`src/rtl/scaled_add_seq_pkg.sv`:
```
// Shared types and helpers for the scaled_add_seq block.
// Holds the controller state encoding and the step-counter width helper.
// No logic; imported by the datapath and the top.
package scaled_add_seq_pkg;

  typedef enum logic [1:0] {
    S_IDLE = 2'd0,
    S_RUN  = 2'd1,
    S_DONE = 2'd2
  } state_t;

  // Counter must hold the value MUL_WIDTH itself, hence the +1.
  function automatic int cnt_width(input int mul_width);
    return (mul_width < 1) ? 1 : $clog2(mul_width + 1);
  endfunction

endpackage

```
`src/rtl/scaled_add_seq_if.sv`:
```
// Request/response bundle for scaled_add_seq: operands in, scaled sum out.
// Ports: req_valid/req_ready + a/m/b/sat (request), resp_valid/resp_ready + out/ovf (response).
// master = requester/consumer side, slave = the arithmetic block.
interface scaled_add_seq_if #(
  parameter int WIDTH     = 8,
  parameter int MUL_WIDTH = 2
) ();

  logic                 req_valid;
  logic                 req_ready;
  logic [WIDTH-1:0]     a;
  logic [MUL_WIDTH-1:0] m;
  logic [WIDTH-1:0]     b;
  logic                 sat;
  logic                 resp_valid;
  logic                 resp_ready;
  logic [WIDTH-1:0]     out;
  logic                 ovf;

  modport master (
    output req_valid, a, m, b, sat, resp_ready,
    input  req_ready, resp_valid, out, ovf
  );

  modport slave (
    input  req_valid, a, m, b, sat, resp_ready,
    output req_ready, resp_valid, out, ovf
  );

endinterface

```
`src/rtl/scaled_add_seq_full_adder.sv`:
```
// Purpose: N-bit unsigned adder with carry in/out, shared by every accumulate step.
// Latency: combinational, zero cycles.
// Backpressure: none; pure function of its inputs.
// Ports: a_i, b_i, cin_i -> sum_o, cout_o.
module scaled_add_seq_full_adder #(
  parameter int N = 11
) (
  input  logic [N-1:0] a_i,
  input  logic [N-1:0] b_i,
  input  logic         cin_i,
  output logic [N-1:0] sum_o,
  output logic         cout_o
);

  assign {cout_o, sum_o} = {1'b0, a_i} + {1'b0, b_i} + {{N{1'b0}}, cin_i};

endmodule

```
`src/rtl/scaled_add_seq.sv`:
```
// Purpose: OUT = A*M + B by shift-and-add, one multiplier bit per cycle, optional saturation.
// Latency: accept at edge N, result valid after edge N+MUL_WIDTH, independent of data.
// Backpressure: result held in DONE until resp_ready; no new request accepted until back in IDLE.
// Ports: clk_i, n_rst_i (synchronous, active low), bus (slave side of scaled_add_seq_if).
module scaled_add_seq
  import scaled_add_seq_pkg::*;
#(
  parameter int WIDTH     = 8,
  parameter int MUL_WIDTH = 2
) (
  input  logic             clk_i,
  input  logic             n_rst_i,
  scaled_add_seq_if.slave  bus
);

  // One spare bit above WIDTH+MUL_WIDTH so the largest A*M+B never wraps.
  localparam int ACC_W = WIDTH + MUL_WIDTH + 1;
  localparam int MC_W  = WIDTH + MUL_WIDTH;
  localparam int CNT_W = cnt_width(MUL_WIDTH);

  state_t               state_q, state_d;
  logic [ACC_W-1:0]     acc_q, acc_d;
  logic [MC_W-1:0]      mcand_q, mcand_d;
  logic [MUL_WIDTH-1:0] mplr_q, mplr_d;
  logic [CNT_W-1:0]     cnt_q, cnt_d;
  logic                 sat_q, sat_d;
  logic [WIDTH-1:0]     out_q, out_d;
  logic                 ovf_q, ovf_d;

  logic [ACC_W-1:0]     add_sum;
  logic                 add_cout_unused; // accumulator is sized so this never sets

  scaled_add_seq_full_adder #(
    .N (ACC_W)
  ) u_add (
    .a_i    (acc_q),
    .b_i    ({1'b0, mcand_q}),
    .cin_i  (1'b0),
    .sum_o  (add_sum),
    .cout_o (add_cout_unused)
  );

  always_ff @(posedge clk_i) begin
    if (!n_rst_i) begin
      state_q <= S_IDLE;
      acc_q   <= '0;
      mcand_q <= '0;
      mplr_q  <= '0;
      cnt_q   <= '0;
      sat_q   <= 1'b0;
      out_q   <= '0;
      ovf_q   <= 1'b0;
    end else begin
      state_q <= state_d;
      acc_q   <= acc_d;
      mcand_q <= mcand_d;
      mplr_q  <= mplr_d;
      cnt_q   <= cnt_d;
      sat_q   <= sat_d;
      out_q   <= out_d;
      ovf_q   <= ovf_d;
    end
  end

  always_comb begin
    state_d = state_q;
    acc_d   = acc_q;
    mcand_d = mcand_q;
    mplr_d  = mplr_q;
    cnt_d   = cnt_q;
    sat_d   = sat_q;
    out_d   = out_q;
    ovf_d   = ovf_q;

    case (state_q)
      S_IDLE: begin
        if (bus.req_valid) begin
          acc_d   = ACC_W'(bus.b);
          mcand_d = MC_W'(bus.a);
          mplr_d  = bus.m;
          sat_d   = bus.sat;
          cnt_d   = CNT_W'(MUL_WIDTH);
          state_d = S_RUN;
        end
      end

      S_RUN: begin
        if (mplr_q[0]) begin
          acc_d = add_sum;
        end
        mcand_d = mcand_q << 1;
        mplr_d  = mplr_q >> 1;
        cnt_d   = cnt_q - CNT_W'(1);
        // Last step: fold the final accumulator into the registered result now,
        // so OUT/OVF are already valid on the first DONE cycle.
        if (cnt_q == CNT_W'(1)) begin
          ovf_d   = |acc_d[ACC_W-1:WIDTH];
          out_d   = (sat_q && ovf_d) ? {WIDTH{1'b1}} : acc_d[WIDTH-1:0];
          state_d = S_DONE;
        end
      end

      S_DONE: begin
        if (bus.resp_ready) begin
          state_d = S_IDLE;
        end
      end

      default: state_d = S_IDLE;
    endcase
  end

  assign bus.req_ready  = (state_q == S_IDLE);
  assign bus.resp_valid = (state_q == S_DONE);
  assign bus.out        = out_q;
  assign bus.ovf        = ovf_q;

`ifdef FORMAL
  // Shadow copies of the accepted operands; the working registers are shifted away.
  logic [WIDTH-1:0]     f_a_q, f_b_q;
  logic [MUL_WIDTH-1:0] f_m_q;
  logic [ACC_W-1:0]     f_full;

  always_ff @(posedge clk_i) begin
    if (state_q == S_IDLE && bus.req_valid) begin
      f_a_q <= bus.a;
      f_b_q <= bus.b;
      f_m_q <= bus.m;
    end
  end

  assign f_full = ACC_W'(f_a_q) * ACC_W'(f_m_q) + ACC_W'(f_b_q);

  always_comb begin
    if (state_q == S_DONE) begin
      assert (ovf_q == (|f_full[ACC_W-1:WIDTH]));
      assert (out_q == ((sat_q && ovf_q) ? {WIDTH{1'b1}} : f_full[WIDTH-1:0]));
    end
    assert (!(bus.req_ready && bus.resp_valid));
  end
`endif

endmodule

```
`src/flat_wrapper.sv`:
```
// flat-port wrapper written by rule: the top's interface ports become plain ports
module scaled_add_seq_flat import scaled_add_seq_pkg::*;
#(
  parameter int WIDTH     = 8,
  parameter int MUL_WIDTH = 2
)
  (clk_i, n_rst_i, bus_req_valid, bus_a, bus_m, bus_b, bus_sat, bus_resp_ready, bus_req_ready, bus_resp_valid, bus_out, bus_ovf);
  scaled_add_seq_if #(.WIDTH(WIDTH), .MUL_WIDTH(MUL_WIDTH)) bus_i ();
  input  logic clk_i;
  input  logic n_rst_i;
  input wire logic [$bits(bus_i.req_valid)-1:0] bus_req_valid;
  input wire logic [$bits(bus_i.a)-1:0] bus_a;
  input wire logic [$bits(bus_i.m)-1:0] bus_m;
  input wire logic [$bits(bus_i.b)-1:0] bus_b;
  input wire logic [$bits(bus_i.sat)-1:0] bus_sat;
  input wire logic [$bits(bus_i.resp_ready)-1:0] bus_resp_ready;
  output wire logic [$bits(bus_i.req_ready)-1:0] bus_req_ready;
  output wire logic [$bits(bus_i.resp_valid)-1:0] bus_resp_valid;
  output wire logic [$bits(bus_i.out)-1:0] bus_out;
  output wire logic [$bits(bus_i.ovf)-1:0] bus_ovf;
  assign bus_i.req_valid = bus_req_valid;
  assign bus_i.a = bus_a;
  assign bus_i.m = bus_m;
  assign bus_i.b = bus_b;
  assign bus_i.sat = bus_sat;
  assign bus_i.resp_ready = bus_resp_ready;
  assign bus_req_ready = bus_i.req_ready;
  assign bus_resp_valid = bus_i.resp_valid;
  assign bus_out = bus_i.out;
  assign bus_ovf = bus_i.ovf;
  scaled_add_seq #(.WIDTH(WIDTH), .MUL_WIDTH(MUL_WIDTH)) u_core (.clk_i(clk_i), .n_rst_i(n_rst_i), .bus(bus_i));
endmodule
```
`config.mk`:
```
export PLATFORM = sky130hd
export DESIGN_NAME = scaled_add_seq_flat
export DESIGN_NICKNAME = d
export VERILOG_FILES = /design/src/rtl/scaled_add_seq_pkg.sv /design/src/rtl/scaled_add_seq_if.sv /design/src/rtl/scaled_add_seq_full_adder.sv /design/src/rtl/scaled_add_seq.sv /design/src/flat_wrapper.sv
export SDC_FILE = /design/constraint.sdc
export NUM_CORES = 1
export LEC_CHECK = 0
export CAP_MARGIN = 15
export CELL_PAD_IN_SITES_DETAIL_PLACEMENT = 1
export CELL_PAD_IN_SITES_GLOBAL_PLACEMENT = 1
export CORE_UTILIZATION = 40
export DETAILED_ROUTE_END_ITERATION = 6
export PLACE_DENSITY = 0.84
export SYNTH_ARGS = -nofsm -noshare
export SYNTH_HDL_FRONTEND = slang
export SYNTH_SLANG_ARGS = --single-unit
```
`constraint.sdc`:
```
create_clock -name clk_i -period 3 [get_ports clk_i]
set_clock_uncertainty 0.05 [all_clocks]
set_input_delay 0.9 -clock clk_i [delete_from_list [all_inputs] [get_ports clk_i]]
set_output_delay 0.9 -clock clk_i [all_outputs]
set_load 0.02 [all_outputs]
```
==> results of run 1 <==
synth_stat cells, types with 4 or more instances:
| cell | number | share of area, % |
|---|---|---|
| and2_1 | 4 | 1.1 |
| nor2b_1 | 6 | 1.7 |
| inv_1 | 7 | 1.2 |
| a311oi_1 | 7 | 2.8 |
| buf_2 | 6 | 1.4 |
| a22oi_1 | 6 | 2.0 |
| o21a_1 | 4 | 1.4 |
| a31oi_1 | 11 | 3.1 |
| nor2_1 | 28 | 4.7 |
| mux2i_1 | 4 | 1.8 |
| nand2_1 | 36 | 6.1 |
| ha_1 | 11 | 6.2 |
| a21o_1 | 6 | 2.0 |
| dfxtp_1 | 37 | 33 |
| nand3b_1 | 4 | 1.4 |
| o21ai_0 | 10 | 2.3 |
| o211ai_1 | 4 | 1.4 |
| clkbuf_1 | 7 | 1.2 |
| a21oi_1 | 24 | 5.4 |
| nand3_1 | 7 | 1.6 |
| o21ai_1 | 5 | 1.1 |
tightest hold or removal path: stages (launching register included):
cell and delay, ns:
dfxtp_1 0.32, nand2_1 0.05, a21oi_1 0.05
per-stage QoR:
stage                     utilization, %  worst slack (ns)  cells
after floorplan                        -             0.953    277
after global placement              50.1             0.641    372
after detailed placement            50.1             0.590    372
after CTS                           51.7             0.546    380
final                               51.7             0.523    380
after global routing                51.7             0.406    380
flip-flops by register name, indices dropped and copies added (netlist names):
register,count
u_core.mplr_q,2
u_core.cnt_q,2
u_core.acc_q,11
u_core.bus.ovf,1
u_core.state_q,2
u_core.mcand_q,10
u_core.sat_q,1
u_core.bus.out,8
layer usage:
layer	global-route usage [%]	up-vias	part of all wire, %
li1	-	1078	-
met1	29.0	1031	46
met2	41.3	43	49
met3	2.87	13	3.3
met4	8.65	0	2.2
met5	0	-	0
worst max-delay path by stage:
| stage | start | end | slack, ns | cells after the start |
|---|---|---|---|---|
| floorplan | u_core.mcand_q[0] | u_core.bus.out[1] | 0.95 | 9 |
| global placement | bus_req_valid | u_core.acc_q[6] | 0.64 | 6 |
| detailed placement | bus_req_valid | u_core.acc_q[6] | 0.59 | 6 |
| CTS | u_core.state_q[1] | bus_resp_valid | 0.55 | 2 |
| global route | u_core.mcand_q[0] | u_core.bus.out[1] | 0.41 | 9 |
| finish | u_core.mcand_q[0] | u_core.bus.out[3] | 0.52 | 9 |
power groups by stage:
stage | clock network, W | registers (W) | logic (W)
floorplan | 0 | 0.000561 | 0.000218
finish | 0.000344 | 0.000561 | 0.000323
global placement | 0 | 0.000570 | 0.000309
detailed placement | 0 | 0.000571 | 0.000319
global route | 0.000366 | 0.000566 | 0.000359
CTS | 0.000354 | 0.000561 | 0.000323
cell families after synthesis:
family | share of synthesized area, %
muxes | 2.31
xor gates and xnor gates | 0.788
adders and majority gates | 7.09
DFF | 33.3
and+or+nand+nor | 21.3
AOI/OAI and AO/OA | 31.3
buffers and inverters | 3.89
layout make-up:
type	count	area share, %
sequential	37	27.4
timing repair buffer	39	13.9
inverter	7	0.970
multi-input combinational	219	51.5
tap	70	3.23
clock inverter	2	0.370
clock buffer	6	2.68
==> out/summary.txt, run 1 <==
status: finished, final reports clean
cell area after placement: 2630 sq um
Final period util: 82.6%
Int Power: 0.000826 W
# diodes: 0
Post-Route Setup TNS: 0 ns
first-pass GRT wire length: 10,900 microns
final number of setup-violating endpoints: 0
count of unique library cells instantiated by Yosys: 51
CP max stage cell: o21bai_2
clk_lat worst skew: 0.29 ns
ys async rst share: 0%
crit-path max FO: 8
register bit total from synthesis: 37
max-cap violation count: 0
maximum VDD drop: 0.281 mV
FF-to-FF path depth: 9
drc violations: 0
Psw: 0.000403 W
CTS-repair resized insts: 0
crit path launch type: flop
Detailed Route WL: 6400 microns
starting density of the core: 42.4%
Max Slew Vio Count: 0
largest net degree at the start of global routing: 26
Cells after Synth: 277
Worst-path clk slew: 0.07 ns
Pwr Density: 454 nW/um^2
WP data arrival: 2.59 ns
Hold EP: u_core.sat_q
RSZ-0062 raised after global routing: false
sequential element share of the synthesized area: 33.3%
clock buffer depth: 2
Rel. slew slack: 42.3%
area taken by multi-input logic gates: 1400 sq um
Worst Hold Depth: 2
worst path bufs/invs: 1
CP cell instances: ha_1 > inv_1 > fa_1 > nor2b_4 > o31ai_4 > mux2i_1 > o21ai_1 > o21bai_2 > a31oi_1
Max Clk Rate: 404 MHz
drt first-iter violations: 100
number of global-route vias before repair: 2,337
commonest non-fill, non-tap cells in the layout: dfxtp_1 (37), nand2_1 (36), clkdlybuf4s50_1 (33), nor2_1 (28), a21oi_1 (24)
CP max stage delay: 0.41 ns
Layout area overhead: 21.8%
via count: 2,165
Ports: 34
Seq pwr share: 45.7%
CTS buffer count: 5
type of the worst min-delay path: flop to flop
Fin. Hold Viols: 0
Crit path max-delay family: compound AO/OA/AOI/OAI gates
critical path required time: 3.11 ns
layout cell share with drive strength beyond 1: 8.39%
Routed Antenna Nets: 0
worst hold start: u_core.sat_q
switching share of power: 32.8%
Least-Margin Pin Slew: 0.864 ns
CTS sink cnt: 37
cts-stage hold buffer count: 0
final total power: 0.00123 W
postcts setup bufs: 0
Synth Cell Area: 2220 sq um
vias per cell: 5.70
All-Layer GR Usage: 23.4%
register area: 741 sq um
R2R setup slack: 0.52 ns
synth warn: 0
GR Overflow Total: 0
Mapped Nets: 312
number of synthesized flops with an enable pin: 0
Die ar.: 5860 sq um
commonest non-fill, non-tap cell in the layout: dfxtp_1
root buffer cell: clkbuf_8
area of the core: 5240 sq um
logic gate share of total power: 26.3%
CP endpoint kind: flop
Layout Nets: 344
Detailed Place HPWL: 4670 microns
hold_ws: 0.420 ns
DR WL/cell: 16.9 microns
WS Path Type: flop to flop
Finished Cell Area: 2710 sq um
GP Congestion: 0.822
H-tree levels: 2
DIE HEIGHT: 76.5 microns
P_leak: 1.04 nW
Chip Width: 76.5 microns
number of buffers added on ports: 33
RR Startpoint: u_core.mcand_q[0]
Synth Flop Type: dfxtp_1
Syn Area/Cell: 8.02 sq um
initial antenna violation count: 0
r2r endpoint: u_core.bus.out[3]
Clock Power Share: 28.0%
row cnt: 26
DRT Pass-1 Iters: 4
crit path time final: 2.48 ns
CTS tree: built
Layout fillers: 671
Power figures use the tool's default switching activity.
==> run 2, diff against run 1 <==
CORE_UTILIZATION = 36   (was 40)
PLACE_DENSITY = 0.8   (was 0.84)
clock period = 2.11 ns   (was 3 ns; I/O delays follow)
==> out/summary.txt, run 2 (same netlist as run 1, synthesis figures left out) <==
drt first-iter violations: 119 (was 100)
Int Power: 0.00129 W (was 0.000826 W)
starting density of the core: 37.5% (was 42.4%)
row cnt: 28 (was 26)
logic gate share of total power: 31.7% (was 26.3%)
Finished Cell Area: 3100 sq um (was 2710 sq um)
commonest non-fill, non-tap cells in the layout: buf_4 (42), nand2_1 (35), dfxtp_1 (34), clkdlybuf4s50_1 (31), nor2_1 (28) (was dfxtp_1 (37), nand2_1 (36), clkdlybuf4s50_1 (33), nor2_1 (28), a21oi_1 (24))
Routed Antenna Nets: 0 (unchanged)
status: finished with violations (was finished, final reports clean)
DR WL/cell: 17.7 microns (was 16.9 microns)
maximum VDD drop: 0.413 mV (was 0.281 mV)
type of the worst min-delay path: flop to flop (unchanged)
Max Slew Vio Count: 0 (unchanged)
Ports: 34 (unchanged)
layout cell share with drive strength beyond 1: 23.1% (was 8.39%)
Die ar.: 6490 sq um (was 5860 sq um)
register area: 744 sq um (was 741 sq um)
Fin. Hold Viols: 0 (unchanged)
clk_lat worst skew: 0.29 ns (about the same)
clock buffer depth: 2 (unchanged)
cts-stage hold buffer count: 0 (unchanged)
DRT Pass-1 Iters: 5 (was 4)
H-tree levels: 2 (unchanged)
Pwr Density: 616 nW/um^2 (was 454 nW/um^2)
failing checks: negative setup slack
Rel. slew slack: 66.7% (was 42.3%)
switching share of power: 32.3% (was 32.8%)
crit path launch type: flop (unchanged)
Final period util: 104% (was 82.6%)
CP max stage cell: fa_2 (was o21bai_2)
max-cap violation count: 0 (unchanged)
number of buffers added on ports: 33 (unchanged)
Chip Width: 80.6 microns (was 76.5 microns)
final number of setup-violating endpoints: 10 (was 0)
root buffer cell: clkbuf_8 (unchanged)
via count: 2,382 (was 2,165)
Util after Layout: 52.3% (was 51.7%)
number of global-route vias before repair: 2,491 (was 2,337)
largest net degree at the start of global routing: 26 (unchanged)
CTS buffer count: 5 (unchanged)
CTS sink cnt: 37 (unchanged)
CP cell instances: ha_4 > inv_2 > fa_2 > nor2b_4 > o31ai_4 > a21o_1 > a211oi_4 > o21bai_4 > a31oi_1 (was ha_1 > inv_1 > fa_1 > nor2b_4 > o31ai_4 > mux2i_1 > o21ai_1 > o21bai_2 > a31oi_1)
crit-path max FO: 8 (unchanged)
Least-Margin Pin Slew: 0.500 ns (was 0.864 ns)
# diodes: 0 (unchanged)
CP endpoint kind: flop (unchanged)
Layout fillers: 730 (was 671)
Detailed Route WL: 7450 microns (was 6400 microns)
CP max stage delay: 0.37 ns (was 0.41 ns)
Worst-path clk slew: 0.07 ns (about the same)
GR Overflow Total: 0 (unchanged)
WS Path Type: flop to flop (unchanged)
DIE HEIGHT: 80.6 microns (was 76.5 microns)
cell area after placement: 2860 sq um (was 2630 sq um)
commonest non-fill, non-tap cell in the layout: buf_4 (was dfxtp_1)
Seq pwr share: 41.6% (was 45.7%)
register bank with the most flops: u_core.acc_q (unchanged)
fin worst setup slack: -0.0882 ns (was 0.523 ns)
vias per cell: 5.66 (was 5.70)
WP data arrival: 2.35 ns (was 2.59 ns)
max FFs per register: 11 (unchanged)
area of the core: 5920 sq um (was 5240 sq um)
crit path time final: 2.20 ns (was 2.48 ns)
RSZ-0062 raised after global routing: true (was false)
worst path bufs/invs: 1 (unchanged)
Psw: 0.000616 W (was 0.000403 W)
P_leak: 1.23 nW (was 1.04 nW)
hold_ws: 0.431 ns (was 0.420 ns)
drc violations: 0 (unchanged)
All-Layer GR Usage: 25.5% (was 23.4%)
initial antenna violation count: 0 (unchanged)
Max Clk Rate: 455 MHz (was 404 MHz)
DP Worst Slack: -0.178 ns (was 0.590 ns)
area taken by multi-input logic gates: 1490 sq um (was 1400 sq um)
Layout Nets: 381 (was 344)
Clock Power Share: 26.8% (was 28.0%)
GP Congestion: 0.865 (was 0.822)
final total power: 0.00191 W (was 0.00123 W)
Detailed Place HPWL: 5220 microns (was 4670 microns)
Crit path max-delay family: compound AO/OA/AOI/OAI gates (unchanged)
critical path required time: 2.27 ns (was 3.11 ns)
CTS tree: built (unchanged)
first-pass GRT wire length: 12,400 microns (was 10,900 microns)
Layout area overhead: 39.5% (was 21.8%)
-- run 2: cell types whose count changed in the layout (fill, tap and decap cells not counted), sizes merged --
cell / change
clkdlybuf4s50: -2
clkbuf: +1
dlygate4sd2: +2
clkinv: -2
buf: +37
-- run 2: power by group through the flow --
stage	Combinational [W]	Clock, W	Sequential, W
2_1_floorplan	0.000310	0	0.000798
3_3_place_gp	0.000529	0	0.000802
3_5_place_dp	0.000548	0	0.000804
4_1_cts	0.000567	0.000518	0.000791
5_1_grt	0.000659	0.000555	0.000799
6_report	0.000604	0.000511	0.000793
-- run 2: repair_timing --
action                                  in CTS  in global routing
endpoints found under the setup margin      14                 17
resized for setup                           12                 12
buffers inserted                             7                  4
pin swaps                                   16                 20
-- run 2: per-stage QoR --
stage               std cells  TNS (ns)
floorplan                 277         0
global placement          406    -0.212
detailed placement        406     -1.30
CTS                       419    -0.616
global route              421     -1.84
finish                    421    -0.544
-- run 2: area by class of cell --
cell class	count	area share (%)
clock buffers	7	2.79
inverters	7	0.848
multi-input cells	219	47.9
flip-flops and latches	37	24.0
well taps	75	3.03
repair buffers	76	21.4
-- run 2: final timing paths --
path                                         from                 to  slack, ns  cells past startpoint
worst max-delay path            u_core.mcand_q[0]  u_core.bus.out[3]      -0.09                      9
worst min-delay path                 u_core.sat_q       u_core.sat_q       0.43                      2
worst max register to register  u_core.mcand_q[0]  u_core.bus.out[3]      -0.09                      9
worst min register to register       u_core.sat_q       u_core.sat_q       0.43                      2
-- run 2: worst reg2reg max path: stages (launching register included) --
cell	delay (ns)
dfxtp_2	0.36
ha_4	0.14
inv_2	0.04
fa_2	0.37
nor2b_4	0.18
o31ai_4	0.11
a21o_1	0.23
a211oi_4	0.27
o21bai_4	0.15
a31oi_1	0.21
-- run 2: layer usage --
metal / wire, microns / global-route usage, %
met4: 253 / 12.1
met3: 357 / 4.55
met5: 0 / 0
met2: 3690 / 42.6
met1: 3150 / 31.2
